==> config.mk <==
export PLATFORM = sky130hd
export DESIGN_NAME = rsa_keygen_ctrl
export DESIGN_NICKNAME = d
export VERILOG_FILES = /design/src/rtl/rsa_pkg.sv /design/src/rtl/gcd_unit.sv /design/src/rtl/rsa_keygen_ctrl.sv
export SDC_FILE = /design/constraint.sdc
export NUM_CORES = 1
export LEC_CHECK = 0
export ABC_AREA = 1
export BUFFER_PORTS_ARGS = -buffer_cell sky130_fd_sc_hd__buf_2
export CAP_MARGIN = 20
export CORE_ASPECT_RATIO = 1.75
export CORE_MARGIN = 4
export CORE_UTILIZATION = 55
export CTS_BUF_LIST = sky130_fd_sc_hd__clkbuf_8
export CTS_CLUSTER_SIZE = 20
export DETAILED_ROUTE_END_ITERATION = 12
export PLACE_DENSITY = 0.87
export REMOVE_ABC_BUFFERS = 1
export SLEW_MARGIN = 20
export SYNTH_ARGS = -nofsm -noshare
export SYNTH_HDL_FRONTEND = slang
export SYNTH_HIERARCHICAL = 1
export SYNTH_SLANG_ARGS = --single-unit
==> constraint.sdc <==
create_clock -name clk -period 5.66 [get_ports clk]
set_input_delay 0.566 -clock clk [delete_from_list [all_inputs] [get_ports clk]]
set_output_delay 0.566 -clock clk [all_outputs]
set_load 0.02 [all_outputs]
==> src/rtl/rsa_pkg.sv <==
// Shared types and constants for the RSA key-generation sequencer.
// The GCD state only exists when RSA_GCD_CHECK_EN is defined.
package rsa_pkg;

  localparam int DEFAULT_INPUTSIZE = 24;

  localparam logic [2:0] ERR_NONE        = 3'd0;
  localparam logic [2:0] ERR_BAD_PRIME   = 3'd1;
  localparam logic [2:0] ERR_BAD_E       = 3'd2;
  localparam logic [2:0] ERR_NOT_COPRIME = 3'd3;
  localparam logic [2:0] ERR_TIMEOUT     = 3'd4;
  localparam logic [2:0] ERR_STALE       = 3'd5;

  typedef enum logic [3:0] {
    S_IDLE,
    S_LATCH,
    S_VALIDATE,
`ifdef RSA_GCD_CHECK_EN
    S_GCD,
`endif
    S_RUN,
    S_RELEASE,
    S_SETTLE,
    S_DONE,
    S_ERR
  } state_t;

endpackage

==> src/rtl/gcd_unit.sv <==
// Iterative binary GCD (Stein). Each cycle removes at least one bit from one
// of the operands, so a result takes at most about 2*W cycles.
module gcd_unit
  import rsa_pkg::*;
#(
  parameter int W = DEFAULT_INPUTSIZE
) (
  input  logic         clk,
  input  logic         rst,
  input  logic         start,
  input  logic [W-1:0] a,
  input  logic [W-1:0] b,
  output logic         busy,
  output logic         done,
  output logic [W-1:0] result
);

  localparam int KW = $clog2(W) + 1;

  logic [W-1:0]  x, y;
  logic [KW-1:0] k;
  logic          running;

  always_ff @(posedge clk) begin
    if (rst) begin
      x       <= '0;
      y       <= '0;
      k       <= '0;
      running <= 1'b0;
      done    <= 1'b0;
      result  <= '0;
    end else begin
      done <= 1'b0;
      if (!running) begin
        if (start) begin
          x       <= a;
          y       <= b;
          k       <= '0;
          running <= 1'b1;
        end
      end else if (x == '0) begin
        result  <= y << k;
        done    <= 1'b1;
        running <= 1'b0;
      end else if (y == '0) begin
        result  <= x << k;
        done    <= 1'b1;
        running <= 1'b0;
      end else begin
        // Odd-odd step subtracts and halves at once; the difference is always even.
        case ({x[0], y[0]})
          2'b00: begin
            x <= x >> 1;
            y <= y >> 1;
            k <= k + 1'b1;
          end
          2'b01:   x <= x >> 1;
          2'b10:   y <= y >> 1;
          default: begin
            if (x >= y) x <= (x - y) >> 1;
            else        y <= (y - x) >> 1;
          end
        endcase
      end
    end
  end

  assign busy = running;

endmodule

==> src/rtl/rsa_keygen_ctrl.sv <==
// Sequencer for the private-key datapath: latches p/q/e, derives n and totient,
// range-checks, runs the datapath with a timeout and recycles it. Optional
// coprimality check enabled by RSA_GCD_CHECK_EN.
module rsa_keygen_ctrl
  import rsa_pkg::*;
#(
  parameter int          INPUTSIZE      = DEFAULT_INPUTSIZE,
  parameter int unsigned TIMEOUT_CYCLES = 67108864
) (
  input  logic                   clk,
  input  logic                   rst,
  input  logic                   start,
  input  logic [INPUTSIZE/2-1:0] p,
  input  logic [INPUTSIZE/2-1:0] q,
  input  logic [INPUTSIZE-1:0]   e,
  output logic                   busy,
  output logic                   done,
  output logic                   err,
  output logic [2:0]             err_code,
  output logic [INPUTSIZE-1:0]   n_out,
  output logic [INPUTSIZE-1:0]   e_out,
  output logic [INPUTSIZE-1:0]   d_out,
  output logic                   pk_en,
  output logic                   pk_rst,
  output logic [INPUTSIZE-1:0]   pk_e,
  output logic [INPUTSIZE-1:0]   pk_totient,
  input  logic [INPUTSIZE-1:0]   pk_d,
  input  logic                   pk_complete
);

  localparam int                   HALF     = INPUTSIZE / 2;
  localparam logic [INPUTSIZE-1:0] ONE      = INPUTSIZE'(1);
  localparam logic [INPUTSIZE-1:0] TWO      = INPUTSIZE'(2);
  localparam logic [HALF-1:0]      TWO_H    = HALF'(2);
  localparam logic [31:0]          TMO_LAST = 32'(TIMEOUT_CYCLES - 1);

  state_t               state, state_nx;
  logic [HALF-1:0]      p_r, q_r;
  logic [INPUTSIZE-1:0] e_r, n_r, tot_r;
  logic [INPUTSIZE-1:0] p_ext, q_ext;
  logic [31:0]          tmo_cnt;
  logic                 settle_cnt;
  logic                 capture;
  logic                 err_load;
  logic [2:0]           err_code_nx;
  logic                 bad_prime, bad_e;

  assign p_ext     = INPUTSIZE'(p_r);
  assign q_ext     = INPUTSIZE'(q_r);
  assign bad_prime = (p_r < TWO_H) || (q_r < TWO_H);
  assign bad_e     = (e_r < TWO) || (e_r >= tot_r);

`ifdef RSA_GCD_CHECK_EN
  logic                 gcd_start, gcd_busy, gcd_done;
  logic [INPUTSIZE-1:0] gcd_result;

  gcd_unit #(.W(INPUTSIZE)) u_gcd (
    .clk    (clk),
    .rst    (rst),
    .start  (gcd_start),
    .a      (e_r),
    .b      (tot_r),
    .busy   (gcd_busy),
    .done   (gcd_done),
    .result (gcd_result)
  );
`endif

  always_ff @(posedge clk) begin
    if (rst) begin
      state      <= S_IDLE;
      p_r        <= '0;
      q_r        <= '0;
      e_r        <= '0;
      n_r        <= '0;
      tot_r      <= '0;
      tmo_cnt    <= '0;
      settle_cnt <= 1'b0;
      err_code   <= ERR_NONE;
      n_out      <= '0;
      e_out      <= '0;
      d_out      <= '0;
    end else begin
      state <= state_nx;
      if (state == S_IDLE && start) begin
        p_r      <= p;
        q_r      <= q;
        e_r      <= e;
        err_code <= ERR_NONE;
      end
      if (state == S_LATCH) begin
        n_r   <= p_ext * q_ext;
        tot_r <= (p_ext - ONE) * (q_ext - ONE);
      end
      tmo_cnt    <= (state == S_RUN) ? tmo_cnt + 32'd1 : '0;
      settle_cnt <= (state == S_SETTLE) ? ~settle_cnt : 1'b0;
      if (capture) begin
        d_out <= pk_d;
        n_out <= n_r;
        e_out <= e_r;
      end
      if (err_load) err_code <= err_code_nx;
    end
  end

  always_comb begin
    // NOTE: every signal driven here gets a default first so no latch is inferred.
    state_nx    = state;
    capture     = 1'b0;
    err_load    = 1'b0;
    err_code_nx = ERR_NONE;
`ifdef RSA_GCD_CHECK_EN
    gcd_start   = 1'b0;
`endif
    case (state)
      S_IDLE:     if (start) state_nx = S_LATCH;
      S_LATCH:    state_nx = S_VALIDATE;
      S_VALIDATE: begin
        if (bad_prime) begin
          state_nx    = S_ERR;
          err_load    = 1'b1;
          err_code_nx = ERR_BAD_PRIME;
        end else if (bad_e) begin
          state_nx    = S_ERR;
          err_load    = 1'b1;
          err_code_nx = ERR_BAD_E;
        end else begin
`ifdef RSA_GCD_CHECK_EN
          gcd_start = 1'b1;
          state_nx  = S_GCD;
`else
          state_nx  = S_RUN;
`endif
        end
      end
`ifdef RSA_GCD_CHECK_EN
      S_GCD: begin
        if (gcd_done && !gcd_busy) begin
          if (gcd_result == ONE) begin
            state_nx = S_RUN;
          end else begin
            state_nx    = S_ERR;
            err_load    = 1'b1;
            err_code_nx = ERR_NOT_COPRIME;
          end
        end
      end
`endif
      S_RUN: begin
        // A result arriving on the last budget cycle still wins over the timeout.
        if (pk_complete) begin
          capture  = 1'b1;
          state_nx = S_RELEASE;
        end else if (tmo_cnt == TMO_LAST) begin
          state_nx    = S_ERR;
          err_load    = 1'b1;
          err_code_nx = ERR_TIMEOUT;
        end
      end
      S_RELEASE:  state_nx = S_SETTLE;
      S_SETTLE: begin
        if (settle_cnt) begin
          if (pk_complete) begin
            state_nx    = S_ERR;
            err_load    = 1'b1;
            err_code_nx = ERR_STALE;
          end else begin
            state_nx = S_DONE;
          end
        end
      end
      S_DONE:     state_nx = S_IDLE;
      S_ERR:      state_nx = S_IDLE;
      default:    state_nx = S_IDLE;
    endcase
  end

  assign busy       = (state != S_IDLE) && (state != S_DONE) && (state != S_ERR);
  assign done       = (state == S_DONE);
  assign err        = (state == S_ERR);
  assign pk_en      = (state == S_RUN);
  assign pk_rst     = rst || (state == S_RELEASE);
  assign pk_e       = e_r;
  assign pk_totient = tot_r;

endmodule

# == Yosys cells after proc, flatten, opt, wreduce, memory -nomap -nowiden ==
# Index checks and enable logic that the tools add are counted.
# Widths: inputs -> output; s select.
# totals
ff_bits,208
input_bits,76
output_inout_bits,128
wordCells,74
# classes
addsub,3
multipliers,2
magnitude_cmp,4
eq_ne,13
n_mux,25
n_bitwise,3
reduce_logical,12
# ops
operator,count
$add 32x1->32 const B,1
$eq 32x26->1 const B,1
$sub 12x1->13 const B,2
$ge 24x24->1,1
$lt 12x2->1 const B,2
$lt 24x2->1 const B,1
$mul 12x12->24,1
$mul 13x13->24,1
$mux 3,8
$pmux 4 s6,1
$eq 4x3->1 const B,4
$mux 4,4
$pmux 3 s3,1
$eq 4x2->1 const B,2
$mux 1,8
$ne 4x3->1 const B,2
$eq 4x1->1 const B,1
$logic_not 4->1,1
$mux 2,2
$ne 2x2->1 const B,2
$reduce_bool 4->1,1
$reduce_or 2->1,2
$logic_and 1x1->1,3
$logic_or 1x1->1,3
other kinds (5),7

# == Depth between registers and ports, before layout ==
# Gate-level depths: netlist of the first run.
# logic_depth
word_depth,6
ltp_mapped,38
ltp_nobuf,37

# == Worst setup path before layout of the first run ==
# Ideal clock, no wire load.
# synth_path
path_kind,reg-to-reg
startpoint,register q_r[0]
endpoint,register tot_r[22] (netlist: pk_totient[22])
setup_ps,116
arrival_ps,6045
required_ps,5544
slack_ps,-501
path_stages_with_launch,29
n_path_buf,1
period_less_slack_ps,6161
path_cell_list,dfxtp_1 > inv_2 > ha_1 > nand2_4 > nor3_1 > xor2_1 > inv_1 > clkbuf_1 > nand2_1 > fa_1 > inv_1 > fa_1 > inv_1 > fa_1 > inv_1 > fa_1 > inv_1 > fa_1 > inv_1 > ha_1 > ha_1 > inv_1 > nor3_1 > nor3b_1 > nand4_1 > nand4_1 > nand3_1 > o211ai_1 > inv_1
# synth_between
elab_chain_cells,2
# synth_lines
item,line,rtl
from (decl),rsa_keygen_ctrl.sv:38,"logic [HALF-1:0] p_r, q_r;"
from (signal assigned),rsa_keygen_ctrl.sv:87,q_r <= q;
$sub 12x1->13,rsa_keygen_ctrl.sv:93,tot_r <= (p_ext - ONE) * (q_ext - ONE);
$mul 13x13->24,rsa_keygen_ctrl.sv:93,
to (signal assigned),rsa_keygen_ctrl.sv:93,
to (decl),rsa_keygen_ctrl.sv:39,"logic [INPUTSIZE-1:0] e_r, n_r, tot_r;"
# No other way between the ends.
# A chain may end at the register's enable or synchronous reset.

# == Worst setup path after layout of the first run ==
# layout_path
startpoint,register p_r[1]
endpoint,register tot_r[23] (netlist: pk_totient[23])
# layout_between
elab_chain_cells,2
# layout_lines
item,line,rtl
from (decl),rsa_keygen_ctrl.sv:38,
from (signal assigned),rsa_keygen_ctrl.sv:86,p_r <= p;
$sub 12x1->13,rsa_keygen_ctrl.sv:93,
$mul 13x13->24,rsa_keygen_ctrl.sv:93,
# No other way between the ends.

==> impl_metrics.tcl, run 1 <==
set metrics [dict create \
    finalWirelength_mm 63.6 \
    crit_top_cell "fa_1" \
    io_pins 204 \
    cts_root_buf "clkbuf_8" \
    run_status "complete, but fails checks" \
    skew_ps 17.4 \
    syn_area_sq_mm 0.0201 \
    maxUsedRoutingLayer "met4" \
    setup_viol 12 \
    drv_slew 0 \
    avgSynthCellArea_sq_um 7.63 \
    start_kind "flip-flop" \
    max_freq_mhz 167 \
    start_util_pct 55.8 \
    timing.hold.ws_ps 218 \
    startpoint "p_r[1]$_SDFFE_PP0P_" \
    die_x_microns 152 \
    ys_seq_area_share_pct 20.6 \
    clkLatencyLatePin_ps 620 \
    htreeDepth 1 \
    fillers 2691 \
    nets 3517 \
    fin_ws_ps -314 \
    violations "setup timing" \
    synthFlopType "dfxtp_1" \
    cp-endpoint "pk_totient[23]$_SDFFE_PP0P_" \
    m1WireLength_mm 21.0 \
    rsz0062_at_grt "yes" \
    die_y_microns 261 \
    holdCritPathClass "in2reg" \
    ctsLongestPathBuffers 3 \
    grt_pass1_vias 20700 \
    r2r_cells 30 \
    antenna_found_initial 5 \
    drt_iter0_drc 1100 \
    critical-path-max-stage-delay_ps 530 \
    drt_drc_violations_left 0 \
    ys_seq_elements 207 \
    wl_met3_mm 3.70 \
    reg2reg_from "p_r[1]$_SDFFE_PP0P_" \
    fin_crit_ps 5970 \
    worstSetupPathType "reg2reg" \
    drive_gt1_share_pct 25.5 \
    std_cell_rows 92 \
    hold_violations 0 \
    cp_data_required_time_ps 6170 \
    cts_buffers 31 \
    viasPerCell 5.51 \
    wl_met2_mm 33.9 \
    firstDrtPassIters 5 \
    clk_pin_slew_worst_paths_ps 80 \
    cts_sinks 207 \
    hpwl_mm 49.3 \
    cts_tree "done" \
    ys_warn_count 6 \
    grt_pass1_wl_mm 101 \
    synthDistinctLibCells 49 \
    end_kind "flip-flop" \
    area.growth.synth_to_final_pct 26.2 \
    slowest_stage "fa_1" \
    netlist_instances 2633 \
    portBuffers 203 \
    worst_pin_slew_ps 1060 \
    grt_overflow 0 \
    grt_max_degree 91 \
    avgRoutedWirePerCell_microns 18.0 \
    grtUsageTotal_pct 30.9 \
    synth-edff-count 0 \
    ys_async_sr_fraction_pct 0 \
    r2r_slack_ps -310 \
    timing.rr.end "pk_totient[23]$_SDFFE_PP0P_" \
    slew_headroom_pct 29.0 \
    fin_crit_sh_pct 106 \
    arrival_ps 6490 \
    drv_cap 0 \
    crit_fanout 4 \
    drtAntennaViolNets 0 \
    design.die.area_sq_mm 0.0398 \
    route.vias.total 19500 \
    core_sq_mm 0.0360 \
    place_congestion 0.989 \
]
==> worst min-delay path by stage <==
stage / from / to / cells after the start
2_1_floorplan: tmo_cnt[0]$_SDFF_PP0_ / tmo_cnt[0]$_SDFF_PP0_ / 1
3_3_place_gp: tmo_cnt[0]$_SDFF_PP0_ / tmo_cnt[0]$_SDFF_PP0_ / 1
3_5_place_dp: tmo_cnt[0]$_SDFF_PP0_ / tmo_cnt[0]$_SDFF_PP0_ / 1
4_1_cts: pk_d[20] / d_out[20]$_SDFFE_PP0P_ / 3
5_1_grt: pk_d[23] / d_out[23]$_SDFFE_PP0P_ / 3
6_report: pk_d[20] / d_out[20]$_SDFFE_PP0P_ / 3
==> critical path, delay by kind of cell (launching register included) <==
kind	cells	cell delay [ps]
simple gates	13	1120
compound gates	1	190
flops	1	340
fa+ha+maj	8	3520
xor+xnor	1	240
buf+inv	7	440
==> logic make-up after synthesis <==
family | share of synthesized area, %
xor+xnor | 2.03
simple gates | 20.4
flops | 20.6
fa+ha+maj | 34.5
buf+inv | 12.3
compound gates | 10.2
==> cell usage after synthesis (all sizes together) (2+ instances only) <==
master	n	area [sq um]
nor2	196	822
o21bai	13	97.6
o211ai	17	128
clkinv	7	26.3
a31oi	5	31.3
fa	252	5040
nor3b	6	50.1
buf	18	115
xnor2	15	139
inv	538	2020
or2	4	25.0
and3	2	12.5
ha	151	1890
nand4	29	188
nand2	537	2040
a21oi	217	1090
xor2	29	269
clkbuf	83	312
nand3b	4	30.0
a21o	8	60.1
o31ai	6	45.0
o21ai	113	566
nor4	7	56.3
dfxtp	207	4140
nor3	30	181
nand3	135	691
==> area by class of cell <==
class | count | area (sq um) | area share, %
Antenna cell | 7 | 17.5 | 0.0691
Timing Repair Buffer | 473 | 3160 | 12.5
Sequential cell | 207 | 4160 | 16.4
Tap cell | 470 | 588 | 2.32
Inverter | 545 | 2060 | 8.13
Multi-Input combinational cell | 1780 | 14600 | 57.6
Clock buffer | 41 | 564 | 2.23
Clock inverter | 17 | 196 | 0.775
==> per-stage QoR <==
stage               TNS (ps)  setup WS, ps  util, %  cell area, sq um  std cells
floorplan              -7670          -902        -             19700       2532
global placement       -5240          -534     64.1             23100       3441
detailed placement     -6650          -708     64.1             23100       3441
CTS                     -861          -161     69.2             25000       3522
global route           -4950          -551     70.4             25400       3538
finish                 -2200          -314     70.4             25400       3540
==> sequential cells by signal, summed over array words and instances (netlist names), 24 cells and up <==
signal and cells:
d_out 24, e_out 24, n_out 24, n_r 24
pk_e 24, pk_totient 24, tmo_cnt 32
==> routing by layer <==
metal / global-route usage [%] / vias to the layer above
met5: 0 / -
met4: 20.5 / 0
met3: 3.29 / 300
met2: 58.1 / 899
met1: 32.3 / 9335
li1: - / 8974
==> layout by cell type, fill, tap and decap left out, types with 17 or more instances in the layout <==
cell / instances
nand2_1: 492
buf_2: 203
xor2_1: 24
buf_6: 29
fa_1: 242
clkbuf_8: 41
nand4_1: 28
a21oi_1: 200
nor2_1: 153
nor3_1: 20
buf_4: 240
ha_4: 30
nor2_2: 18
nand3_1: 126
o21ai_0: 91
nand2_2: 31
inv_1: 494
ha_1: 120
o211ai_1: 17
nor2_4: 24
inv_2: 45
dfxtp_1: 200
==> what timing repair did <==
| action | CTS | global route |
|---|---|---|
| setup endpoints to repair | 16 | 16 |
| gates resized for setup | 225 | 81 |
| buffers inserted | 24 | 13 |
| pin swaps | 122 | 54 |
| hold buffers | 0 | 0 |
Power of run 1 is not shown: default switching activity piles up to over one toggle a cycle in this logic, so the estimate is an artifact.
==> inputs of run 2 (changes only) <==
--- a/config.mk
+++ b/config.mk
@@ -5,7 +5,6 @@
 export SDC_FILE = /design/constraint.sdc
 export NUM_CORES = 1
 export LEC_CHECK = 0
-export ABC_AREA = 1
 export BUFFER_PORTS_ARGS = -buffer_cell sky130_fd_sc_hd__buf_2
 export CAP_MARGIN = 20
 export CORE_ASPECT_RATIO = 1.75
==> impl_metrics.tcl, run 2 <==
set metrics [dict create \
    worstSetupPathType "reg2reg" \
    std_cell_rows 90 \
    end_kind "flip-flop" \
    route.vias.total 18600 \
    hold_violations 0 \
    max_freq_mhz 149 \
    synthFlopType "dfxtp_1" \
    grt_max_degree 100 \
    synth_commonest_cells "nand2_1, inv_1, fa_1" \
    nets 3146 \
    drtAntennaViolNets 0 \
    arrival_ps 7200 \
    slew_headroom_pct 29.8 \
    syn_area_sq_mm 0.0192 \
    netlist_instances 2313 \
    ys_seq_elements 207 \
    drv_cap 0 \
    ys_seq_area_share_pct 21.6 \
    rsz0062_at_grt "yes" \
    setup_viol 22 \
    cp_data_required_time_ps 6150 \
    avgRoutedWirePerCell_microns 20.0 \
    dpl.cell_count 3048 \
    synth-edff-count 0 \
    start_kind "flip-flop" \
    portBuffers 203 \
    worst_pin_slew_ps 1050 \
    largest_reg_flops 32 \
    ys_async_sr_fraction_pct 0 \
    cts_root_buf "clkbuf_8" \
    final_util_pct 69.4 \
    place_congestion 0.957 \
    regMostFlops "tmo_cnt" \
    clkLatencyLatePin_ps 630 \
    final_cell_mix "nand2_1, inv_1, fa_1, buf_2, buf_4" \
    r2r_cells 25 \
    grt_overflow 0 \
    skew_ps 44.1 \
    violations "setup timing" \
    timing.hold.ws_ps 205 \
    area.growth.synth_to_final_pct 24.8 \
    ys_warn_count 6 \
    synth.top_cells.by_area "fa_1, dfxtp_1, nand2_1" \
    drv_slew 0 \
    finalNonFillerCells 3151 \
    holdCritPathClass "in2reg" \
    worstHoldPathCells 3 \
    core_sq_mm 0.0345 \
    fin_ws_ps -1050 \
    holdBufCountCts 0 \
    grtUsageTotal_pct 30.1 \
    synth_top_area_share_pct 26.3 \
    die_x_microns 149 \
    cts_buffers 31 \
    hpwl_mm 42.1 \
    clk_pin_slew_worst_paths_ps 80 \
    start_util_pct 55.6 \
    grt_pass1_wl_mm 92.4 \
    drt_iter0_drc 2019 \
    htreeDepth 1 \
    avgSynthCellArea_sq_um 8.29 \
    io_pins 204 \
    yosysTopAreaCell "fa_1" \
    run_status "complete, but fails checks" \
    drive_gt1_share_pct 24.8 \
    cts_tree "done" \
    firstDrtPassIters 7 \
    ctsLongestPathBuffers 3 \
    synth.most_common_cell "nand2_1" \
    grt_pass1_vias 18700 \
    setup_tns_ps -11490 \
    die_y_microns 255 \
    cts_sinks 207 \
    antenna_found_initial 0 \
    final_common_cell "nand2_1" \
    synthDistinctLibCells 64 \
    fin_crit_ps 6710 \
    crit_fanout 3 \
    drt_drc_violations_left 0 \
    design.die.area_sq_mm 0.0380 \
    viasPerCell 5.89 \
    finalWirelength_mm 63.1 \
    fin_crit_sh_pct 119 \
]
==> run 2: cell types whose count changed after synthesis, moves of 32 or more <==
cell     delta
and2_1     +68
inv_1     -217
nor2_1     -67
nand3_1    -95
o21ai_0    -85
xnor2_1    +32
==> run 2: layout make-up <==
| type | instances | area [sq um] |
|---|---|---|
| clock inverters | 15 | 93.8 |
| well taps | 460 | 576 |
| clock buffers | 40 | 551 |
| inverters | 311 | 1170 |
| fillers | 2308 | 10500 |
| flip-flops and latches | 207 | 4170 |
| repair buffers | 442 | 3080 |
| diodes | 2 | 5.00 |
| multi-input cells | 1674 | 14300 |
==> run 2: final timing paths <==
kind                             start                          end  slack (ps)
setup / recovery   p_r[3]$_SDFFE_PP0P_  pk_totient[22]$_SDFFE_PP0P_       -1050
hold reg to reg   n_r[17]$_SDFFE_PP0P_       n_out[17]$_SDFFE_PP0P_         440
setup reg to reg   p_r[3]$_SDFFE_PP0P_  pk_totient[22]$_SDFFE_PP0P_       -1050
hold / removal                    p[9]          p_r[9]$_SDFFE_PP0P_         210
==> run 2: cell families (layout without fill, tap and decap cells) <==
family	Yosys count	count (layout)	share of synthesized area, %
flops	207	207	21.6
mux	1	1	0.0522
other cells	0	2	0
fa+ha+maj	403	403	36.2
buf+inv	432	808	8.55
simple gates	880	880	20.4
compound gates	303	303	9.25
xor+xnor	87	87	3.98
==> run 2: layer usage <==
metal  GRT usage [%]  wire length (microns)
met3            4.15                   5100
met2            54.2                  32300
met1            32.8                  20300
met4            19.5                   5350
met5               0                      0
==> run 2: critical path, cell delays in order (launching register included) <==
cell,delay (ps)
dfxtp_2,370
nor4_2,340
buf_4,190
nand2_1,130
buf_6,180
xnor2_2,230
nand2b_1,150
fa_1,520
inv_1,60
fa_1,530
fa_1,560
inv_1,70
fa_2,560
fa_1,440
inv_2,80
ha_4,200
ha_4,270
o21a_1,170
a211oi_2,90
buf_4,150
o31a_1,310
a31oi_2,250
a41oi_2,190
a21oi_2,210
nor4b_2,70
a211o_1,230
==> run 2: per-stage QoR <==
step | area, sq um | worst slack, ps
floorplan | 18700 | -1620
global placement | 21800 | -1050
detailed placement | 21800 | -1130
CTS | 23400 | -800
global route | 23900 | -1210
finish | 23900 | -1050
==> run 2: timing repair <==
action                                  CTS  global route
setup buffers                            28            21
cloned                                    1             0
endpoints found under the setup margin   22            22
pin swaps                               123            71
gates resized for setup                 160            79
Power of run 2 is left out for the same reason.
